File: src/rtl/wm_lfsr_generator.sv
// Keyed pseudo-random watermark symbol generator.
// A Fibonacci LFSR seeded from a secret key produces wm_len symbols of OUT_W bits
// over a valid/ready stream, with optional warm-up discard after seeding and a
// 1-bit / multi-bit symbol mode selected per run.
module wm_lfsr_generator #(
    parameter int                LFSR_W = 8,
    parameter logic [LFSR_W-1:0] TAPS   = 8'hB8,
    parameter int                OUT_W  = 2,
    parameter int                LEN_W  = 16,
    parameter int                WARMUP = 8
) (
    input  logic              clk,
    input  logic              rst,
    input  logic              start,
    input  logic [LFSR_W-1:0] key,
    input  logic [LEN_W-1:0]  wm_len,
    input  logic              wm_select,
    input  logic              wm_ready,
    output logic              wm_valid,
    output logic [OUT_W-1:0]  wm_data,
    output logic              busy,
    output logic              done
);

    // Warm-up counter needs at least one bit even when warm-up is disabled.
    localparam int                WARM_W    = (WARMUP > 0) ? $clog2(WARMUP + 1) : 1;
    localparam logic [WARM_W-1:0] WARM_LAST = WARM_W'((WARMUP > 0) ? (WARMUP - 1) : 0);

    typedef enum logic [1:0] {
        S_IDLE,
        S_WARM,
        S_RUN,
        S_DONE
    } state_t;

    state_t             state_q;
    logic [LFSR_W-1:0]  lfsr_q;
    logic [LFSR_W-1:0]  lfsr_d;
    logic [LFSR_W-1:0]  seed;
    logic [LEN_W-1:0]   count_q;
    logic [LEN_W-1:0]   len_q;
    logic               sel_q;
    logic [WARM_W-1:0]  warm_q;
    logic               valid_q;
    logic               done_q;
    logic               busy_q;
    logic [OUT_W-1:0]   sym;
    logic               xfer;
    logic               last_xfer;

    // An all-zero seed would lock the LFSR up, so it is replaced by all-ones.
    assign seed = (key == '0) ? '1 : key;

    assign xfer      = valid_q && wm_ready;
    assign last_xfer = (count_q == (len_q - LEN_W'(1)));

    // Next LFSR state: shift left, XOR of the tapped bits enters at bit 0.
    always_comb begin
        lfsr_d = {lfsr_q[LFSR_W-2:0], ^(lfsr_q & TAPS)};
    end

    // Symbol from the current LFSR state; upper bits are neighbour XORs in full mode.
    always_comb begin
        // NOTE: every bit gets a default first so no latch is inferred for the
        // bits the loop may skip (OUT_W == 1) or the mode leaves untouched.
        sym    = '0;
        sym[0] = lfsr_q[0];
        for (int i = 1; i < OUT_W; i++) begin
            sym[i] = sel_q & (lfsr_q[i] ^ lfsr_q[i-1]);
        end
    end

    // Control FSM with registered stream and status outputs.
    always_ff @(posedge clk) begin
        // NOTE: state uses non-blocking assignments so every register samples
        // the pre-edge values; blocking here would create order-dependent logic.
        if (rst) begin
            state_q <= S_IDLE;
            lfsr_q  <= '1;
            count_q <= '0;
            len_q   <= '0;
            sel_q   <= 1'b0;
            warm_q  <= '0;
            valid_q <= 1'b0;
            done_q  <= 1'b0;
            busy_q  <= 1'b0;
        end else begin
            done_q <= 1'b0;
            case (state_q)
                S_IDLE: begin
                    if (start) begin
                        lfsr_q  <= seed;
                        len_q   <= wm_len;
                        sel_q   <= wm_select;
                        count_q <= '0;
                        warm_q  <= '0;
                        busy_q  <= 1'b1;
                        if (wm_len == '0) begin
                            state_q <= S_DONE;
                        end else if (WARMUP > 0) begin
                            state_q <= S_WARM;
                        end else begin
                            state_q <= S_RUN;
                        end
                    end
                end
                S_WARM: begin
                    lfsr_q <= lfsr_d;
                    if (warm_q == WARM_LAST) begin
                        state_q <= S_RUN;
                    end else begin
                        warm_q <= warm_q + WARM_W'(1);
                    end
                end
                S_RUN: begin
                    // wm_valid is registered, so it rises one cycle after RUN is
                    // entered; after that the symbol only advances on a transfer.
                    if (!valid_q) begin
                        valid_q <= 1'b1;
                    end else if (xfer) begin
                        lfsr_q  <= lfsr_d;
                        count_q <= count_q + LEN_W'(1);
                        if (last_xfer) begin
                            valid_q <= 1'b0;
                            state_q <= S_DONE;
                        end
                    end
                end
                S_DONE: begin
                    done_q  <= 1'b1;
                    busy_q  <= 1'b0;
                    state_q <= S_IDLE;
                end
                default: begin
                    state_q <= S_IDLE;
                end
            endcase
        end
    end

    assign wm_valid = valid_q;
    assign wm_data  = valid_q ? sym : '0;
    assign busy     = busy_q;
    assign done     = done_q;

endmodule
File: config.mk
export PLATFORM = sky130hd
export DESIGN_NAME = wm_lfsr_generator
export DESIGN_NICKNAME = d
export VERILOG_FILES = /design/src/rtl/wm_lfsr_generator.sv
export SDC_FILE = /design/constraint.sdc
export NUM_CORES = 1
export LEC_CHECK = 0
export BUFFER_PORTS_ARGS = -buffer_cell sky130_fd_sc_hd__buf_4
export CORE_ASPECT_RATIO = 0.8
export CORE_UTILIZATION = 30
export CTS_BUF_LIST = sky130_fd_sc_hd__clkbuf_8
export CTS_CLUSTER_DIAMETER = 30
export DETAILED_ROUTE_END_ITERATION = 10
export PLACE_DENSITY = 0.48
export SLEW_MARGIN = 20
export SYNTH_ARGS = -nofsm -noshare
export SYNTH_HDL_FRONTEND = slang
export SYNTH_SLANG_ARGS = --single-unit
File: constraint.sdc
create_clock -name clk -period 7.4 [get_ports clk]
set_input_delay 0 -clock clk [delete_from_list [all_inputs] [get_ports clk]]
set_output_delay 0 -clock clk [all_outputs]
set_load 0.01 [all_outputs]
==> results of run 1 <==
-- worst paths after layout --
path | from | to | depth (start not counted)
min | key[5] | lfsr_q[5]$_SDFFE_PP1P_ | 4
max reg2reg | state_q[0]$_SDFFE_PP0P_ | count_q[11]$_SDFFE_PP0P_ | 9
max | state_q[0]$_SDFFE_PP0P_ | count_q[11]$_SDFFE_PP0P_ | 9
min reg2reg | sel_q$_SDFFE_PP0P_ | sel_q$_SDFFE_PP0P_ | 2
-- per-stage QoR --
| stage | cells | area [µm²] | hold WS (ns) |
|---|---|---|---|
| after floorplan | 339 | 2771 | 0.1360 |
| after global placement | 470 | 3099 | 0.2617 |
| after detailed placement | 470 | 3099 | 0.2636 |
| after CTS | 495 | 3376 | 0.03871 |
| after global routing | 495 | 3376 | 0.06898 |
| final | 495 | 3376 | 0.04983 |
-- critical path, stage by stage, from the launching register on --
cell,delay [ns]
dfxtp_1,0.33
inv_1,0.12
ha_1,0.38
nor2_1,0.11
a211oi_1,0.68
and4_1,0.34
nor2b_1,0.36
nand3_1,0.15
xor2_1,0.15
nor2_1,0.05
-- logic make-up after synthesis --
family                     after synthesis
and+or+nand+nor                        159
xor gates and xnor gates                38
buffers and inverters                   20
AOI/OAI and AO/OA                       61
adders and majority gates                7
DFF                                     50
muxes                                    4
-- metal layers --
layer | GRT usage [%] | part of all wire [%]
met5 | 0 | 0
met4 | 2.909 | 0.65
met3 | 2.827 | 4.0
met2 | 21.67 | 40
met1 | 23.34 | 55
-- synthesized netlist by cell type, types with 2 or more instances --
| cell type | number | share of area, % |
|---|---|---|
| o22ai_1 | 8 | 1.8 |
| or4_4 | 2 | 0.81 |
| nor4b_1 | 2 | 0.63 |
| nor4_1 | 6 | 1.4 |
| mux2_2 | 2 | 0.81 |
| nand2_1 | 51 | 6.9 |
| nand2b_1 | 4 | 0.90 |
| or3_1 | 5 | 1.1 |
| nand3_1 | 8 | 1.4 |
| inv_1 | 5 | 0.68 |
| ha_1 | 7 | 3.2 |
| o31a_1 | 2 | 0.63 |
| and2_1 | 2 | 0.45 |
| nor3_1 | 4 | 0.72 |
| nand4_1 | 5 | 1.1 |
| and3_1 | 7 | 1.6 |
| a21oi_1 | 22 | 4.0 |
| mux2i_1 | 2 | 0.72 |
| and3b_1 | 2 | 0.63 |
| o21ai_0 | 3 | 0.54 |
| clkbuf_1 | 12 | 1.6 |
| nand3b_1 | 2 | 0.54 |
| nand4b_1 | 2 | 0.63 |
| or4_1 | 5 | 1.4 |
| o2111ai_1 | 2 | 0.63 |
| dfxtp_1 | 50 | 36 |
| o21bai_1 | 2 | 0.54 |
| a211o_1 | 9 | 2.8 |
| a311oi_1 | 2 | 0.63 |
| nor2b_1 | 8 | 1.8 |
| nor2_1 | 40 | 5.4 |
| a31oi_1 | 5 | 1.1 |
| xor2_1 | 21 | 6.6 |
| xnor2_1 | 17 | 5.4 |
-- what timing repair did --
item | 4_1_cts | 5_1_grt
hold endpoints to repair | 17 | 0
setup endpoints to repair | 0 | 0
hold buffers | 17 | 0
-- where the power goes --
part	switching, mW	internal (mW)	leakage (nW)
Sequential	0.0408	0.307	0.408
Clock	0.0879	0.0986	0.0607
Combinational	0.210	0.154	0.840
-- layout make-up --
type	instances	area, µm²	share of cell area [%]
multi-input cells	269	1688	50.00
flip-flops and latches	50	1001	29.65
repair buffers	50	417.9	12.38
well taps	112	140.1	4.151
clock buffers	5	68.82	2.039
clock inverters	3	37.54	1.112
inverters	6	22.52	0.6672
-- flip-flops by register name, indices dropped and copies added (netlist names) --
signal,cells
count_q,16
sel_q,1
busy,1
len_q,16
wm_valid,1
done,1
lfsr_q,8
state_q,2
warm_q,4
==> results.json, run 1 <==
{
  "status": "finished clean",
  "cts_tree": "built",
  "worst_pin_slew_ns": 1.021,
  "netlist_instances": 339,
  "design.core.area_um2": 8708,
  "synth_nets": 375,
  "drc": 0,
  "ys_seq_elements": 50,
  "initial_utilization_pct": 31.82,
  "final_common_cell": "nand2_1",
  "die_h_um": 87.97,
  "track_usage_pct": 15.15,
  "fin_ws_ns": 4.593,
  "syn_avg_cell_area_um2": 8.175,
  "synth_cell_types": 47,
  "endpoint_kind": "register",
  "n_fill_cell": 920,
  "synth_top_family_by_area": "simple AND/OR/NAND/NOR gates",
  "yosysSeqAreaShare_pct": 36.12,
  "finalPower_uw": 898.4,
  "synth_mux_area_share_pct": 1.535,
  "critPathMaxFanout": 11,
  "grt_pass1_wl_mm": 11.37,
  "wl_mm": 6.783,
  "synth-edff-count": 0,
  "skew_ns": 0.007416,
  "ant_nets": 0,
  "clk_latency_ns": 0.30,
  "fin_crit_ns": 2.807,
  "clock_sinks": 50,
  "die_w_um": 109.5,
  "final.setup.tns_ns": 0,
  "critPathArrivalTime_ns": 2.96,
  "fmax_ghz": 0.3563,
  "required_ns": 7.55,
  "die_area_um2": 9629,
  "gp_congestion": 0.7547,
  "first_pass_iters": 4,
  "final_core_util_pct": 38.76,
  "clk_pin_slew_ns": 0.09,
  "grt_max_degree": 39,
  "worst-setup-path-type": "register to register",
  "p_per_area_nw_per_um2": 266.1,
  "hp-class": "input pin to register",
  "numPortBuffers": 33,
  "diodes": 0,
  "synth-xor-area-share_pct": 12.01,
  "synth_simple_gate_area_share_pct": 29.48,
  "num_vias": 2477,
  "rsz0062_at_grt": "no",
  "first_iter_violations": 69,
  "crit_path_start_kind": "register",
  "htree_levels": 2,
  "async_flop_share_pct": 0,
  "synthesis.area_um2": 2771,
  "synth-warning-count": 0,
  "finalSetupViolations": 0,
  "cts_max_path_buffers": 2,
  "routed_via_density": 5.004,
  "synthToLayoutAreaGrowth_pct": 21.81,
  "hold_viol_final": 0,
  "antenna_found_initial": 0,
  "drv_slew": 0,
  "cts-root-buf": "clkbuf_8",
  "period_share_pct": 37.93,
  "io-pin-count": 34,
  "drive_gt1_share_pct": 12.01,
  "finalNetCount": 418,
  "dpl.hpwl_mm": 4.922,
  "cts_setup_buffers": 0,
  "row_count": 30,
  "final_cell_mix": "nand2_1, dfxtp_1, nor2_1",
  "synth_fa_ha_area_share_pct": 3.160,
  "cts_made_buffers": 5,
  "slew_headroom_pct": 31.81,
  "gr-total-overflow": 0,
  "grt_pass1_vias": 2255,
  "synth_flop_cell": "dfxtp_1",
  "rrSetupSlack_ns": 4.59,
  "p_leak_nw": 1.309,
  "synth_compound_area_share_pct": 14.72,
  "wire_per_inst_um": 13.70,
  "pre_cts_slack_ns": 4.603,
  "cts_resized": 0,
  "maxCapViolCount": 0,
  "irDropWorstVdd_uv": 100.9
}
Power figures use the tool's default switching activity.
==> run 2, diff against run 1 <==
--- a/config.mk
+++ b/config.mk
@@ -5,6 +5,7 @@
 export SDC_FILE = /design/constraint.sdc
 export NUM_CORES = 1
 export LEC_CHECK = 0
+export ABC_AREA = 1
 export BUFFER_PORTS_ARGS = -buffer_cell sky130_fd_sc_hd__buf_4
 export CORE_ASPECT_RATIO = 0.8
 export CORE_UTILIZATION = 30
==> constraint.sdc (replaced) <==
create_clock -name clk -period 2.8 [get_ports clk]
set_input_delay 0 -clock clk [delete_from_list [all_inputs] [get_ports clk]]
set_output_delay 0 -clock clk [all_outputs]
set_load 0.01 [all_outputs]
==> run 2 against run 1 <==
Compared with the run above:
- clock power is 130% higher
- utilization rose by 0.50 points
- die area is 5.0% higher
- total power increased to 3.3 times the previous value
- clock-buffer cell count stayed put
- critical path type unchanged
- largest power group unchanged
==> results.json, run 2 <==
{
  "async_flop_share_pct": 0,
  "gr-total-overflow": 0,
  "die_area_um2": 10110,
  "top_regs": "count_q x16, len_q x16, lfsr_q x8",
  "grt_max_degree": 29,
  "num_vias": 2835,
  "clk_pin_slew_ns": 0.10,
  "maxCapViolCount": 0,
  "clk_latency_ns": 0.32,
  "finalNetCount": 528,
  "synth_area_leaders": "dfxtp_1, nand2_1, nor2_1, o21ai_0, inv_1",
  "numPortBuffers": 33,
  "required_ns": 3.02,
  "comb_power_share_pct": 50.9,
  "p_leak_nw": 1.605,
  "yosysMostFrequentCell": "nand2_1",
  "design.core.area_um2": 9231,
  "wire_per_inst_um": 12.31,
  "rsz0062_at_grt": "no",
  "synth_top_area_share_pct": 34.35,
  "hp-class": "input pin to register",
  "routed_via_density": 4.663,
  "use_met3_pct": 3.102,
  "internal_power_mw": 1.617,
  "grt_pass1_vias": 2777,
  "p_switching_mw": 1.352,
  "cts_tree": "built",
  "synth_top_cell_by_area": "dfxtp_1",
  "synth-edff-count": 0,
  "die_h_um": 90.15,
  "endpoint_kind": "register",
  "synth_nets": 468,
  "fin_crit_ns": 2.131,
  "irDropWorstVdd_uv": 473.6,
  "hold_viol_final": 0,
  "io-pin-count": 34,
  "finalSetupViolations": 0,
  "crit_chain": "inv_1 > ha_1 > inv_2 > nor2_2 > nor2_4 > nand2_4 > nor2_4 > nand2_2 > nor2_4 > nand2_2 > nor2_4 > nand2_4 > nor2_4 > nand3_2 > nor2_1 > nor2_1",
  "critPathArrivalTime_ns": 2.35,
  "slew_headroom_pct": 52.27,
  "synthesis.area_um2": 2914,
  "row_count": 31,
  "period_share_pct": 76.09,
  "critPathMaxFanout": 6,
  "cts_made_buffers": 5,
  "worst_pin_slew_ns": 0.7104,
  "fmax_ghz": 0.4694,
  "status": "finished clean",
  "track_usage_pct": 15.96,
  "clkPwrFrac_pct": 14.6,
  "slowest_delay_ns": 0.41,
  "skew_ns": 0.01140,
  "final_common_cell": "nand2_1",
  "finalPower_mw": 2.969,
  "synthTopCellsByCount": "nand2_1, nor2_1, dfxtp_1",
  "top_usage_layer": "met2",
  "diodes": 0,
  "synthToLayoutAreaGrowth_pct": 24.39,
  "initial_utilization_pct": 31.57,
  "syn_avg_cell_area_um2": 6.745,
  "ys_seq_elements": 50,
  "cts_max_path_buffers": 2,
  "dpl.hpwl_mm": 5.567,
  "crit_buf_inv": 2,
  "worst-setup-path-type": "register to register",
  "antenna_found_initial": 0,
  "synth-warning-count": 0,
  "cp_top_family": "simple AND/OR/NAND/NOR gates",
  "clock_sinks": 50,
  "crit_path_start_kind": "register",
  "slowest_stage": "dfxtp_1",
  "synth_flop_cell": "dfxtp_1",
  "gp_congestion": 0.8144,
  "wl_mm": 7.487,
  "cts_setup_buffers": 0,
  "first_pass_iters": 6,
  "swShare_pct": 45.55,
  "crit_top_cell": "nor2_4",
  "die_w_um": 112.2,
  "first_iter_violations": 132,
  "p_per_area_nw_per_um2": 819.1,
  "grt_pass1_wl_mm": 12.88,
  "drc": 0,
  "met1_usage_pct": 21.61,
  "synth_cell_types": 34,
  "gr-usage-met2_pct": 24.90,
  "final_cell_mix": "nand2_1, nor2_1, dfxtp_1",
  "yosysSeqAreaShare_pct": 34.35,
  "final.setup.tns_ns": 0,
  "cts-root-buf": "clkbuf_8",
  "netlist_instances": 432,
  "htree_levels": 2,
  "drive_gt1_share_pct": 12.78,
  "pwr-share-seq_pct": 34.5,
  "ant_nets": 0,
  "drv_slew": 0
}
==> run 2: through the flow <==
stage	hold WS, ns	setup slack (ns)	utilization [%]	instances	area (µm²)
floorplan	0.1667	0.9299	-	432	2914
global placement	0.2555	0.6893	35.62	575	3288
detailed placement	0.2639	0.6867	35.62	575	3288
CTS	0.01701	0.6563	39.27	608	3625
global route	0.05404	0.3760	39.27	608	3625
finish	0.01819	0.6694	39.27	608	3625
==> run 2: cell families (layout without fill, tap and decap cells) <==
logic type      after synthesis  after routing  share of synthesized area, %
compound gates               77             77                         14.47
flops                        50             50                         34.35
simple gates                220            220                         34.52
xor+xnor                     19             19                         5.711
fa+ha+maj                     7              7                         3.005
buf+inv                      59            120                         7.944
==> run 2: final timing paths <==
| check | startpoint | slack, ns | endpoint | depth (start not counted) |
|---|---|---|---|---|
| max | state_q[1]$_SDFFE_PP0P_ | 0.67 | count_q[15]$_SDFFE_PP0P_ | 16 |
| max reg2reg | state_q[1]$_SDFFE_PP0P_ | 0.67 | count_q[15]$_SDFFE_PP0P_ | 16 |
| min | wm_len[4] | 0.02 | len_q[4]$_SDFFE_PP0P_ | 3 |
| min reg2reg | lfsr_q[2]$_SDFFE_PP1P_ | 0.48 | lfsr_q[2]$_SDFFE_PP1P_ | 2 |
==> run 2: layout make-up <==
| class | instances | area [µm²] |
|---|---|---|
| repair buffers | 61 | 520.5 |
| flip-flops and latches | 50 | 1001 |
| inverters | 51 | 191.4 |
| clock inverters | 3 | 17.52 |
| well taps | 115 | 143.9 |
| fillers | 970 | 5607 |
| multi-input cells | 323 | 1682 |
| clock buffers | 5 | 68.82 |
==> run 2: what timing repair did <==
action	CTS	global route
endpoints found under the hold margin	30	0
hold buffers	25	0
gates resized for setup	0	0
==> run 2: per-layer routing <==
| metal | part of all wire, % | up-vias |
|---|---|---|
| li1 | - | 1530 |
| met2 | 43 | 45 |
| met3 | 3.1 | 18 |
| met4 | 2.5 | 0 |
| met5 | 0 | - |
| met1 | 51 | 1242 |
==> run 2: worst reg2reg max path, stage by stage, from the launching register on <==
cell and delay (ns):
dfxtp_1 0.41, inv_1 0.08, ha_1 0.23, inv_2 0.11, nor2_2 0.07, nor2_4 0.11
nand2_4 0.11, nor2_4 0.12, nand2_2 0.08, nor2_4 0.10, nand2_2 0.09, nor2_4 0.12
nand2_4 0.07, nor2_4 0.11, nand3_2 0.07, nor2_1 0.09, nor2_1 0.05
==> run 2: power by group through the flow <==
stage	clock network (mW)	registers [mW]	logic (mW)
floorplan	0	1.00	1.14
global placement	0	1.04	1.49
detailed placement	0	1.04	1.48
CTS	0.456	1.02	1.52
global route	0.482	1.05	1.74
finish	0.433	1.02	1.51
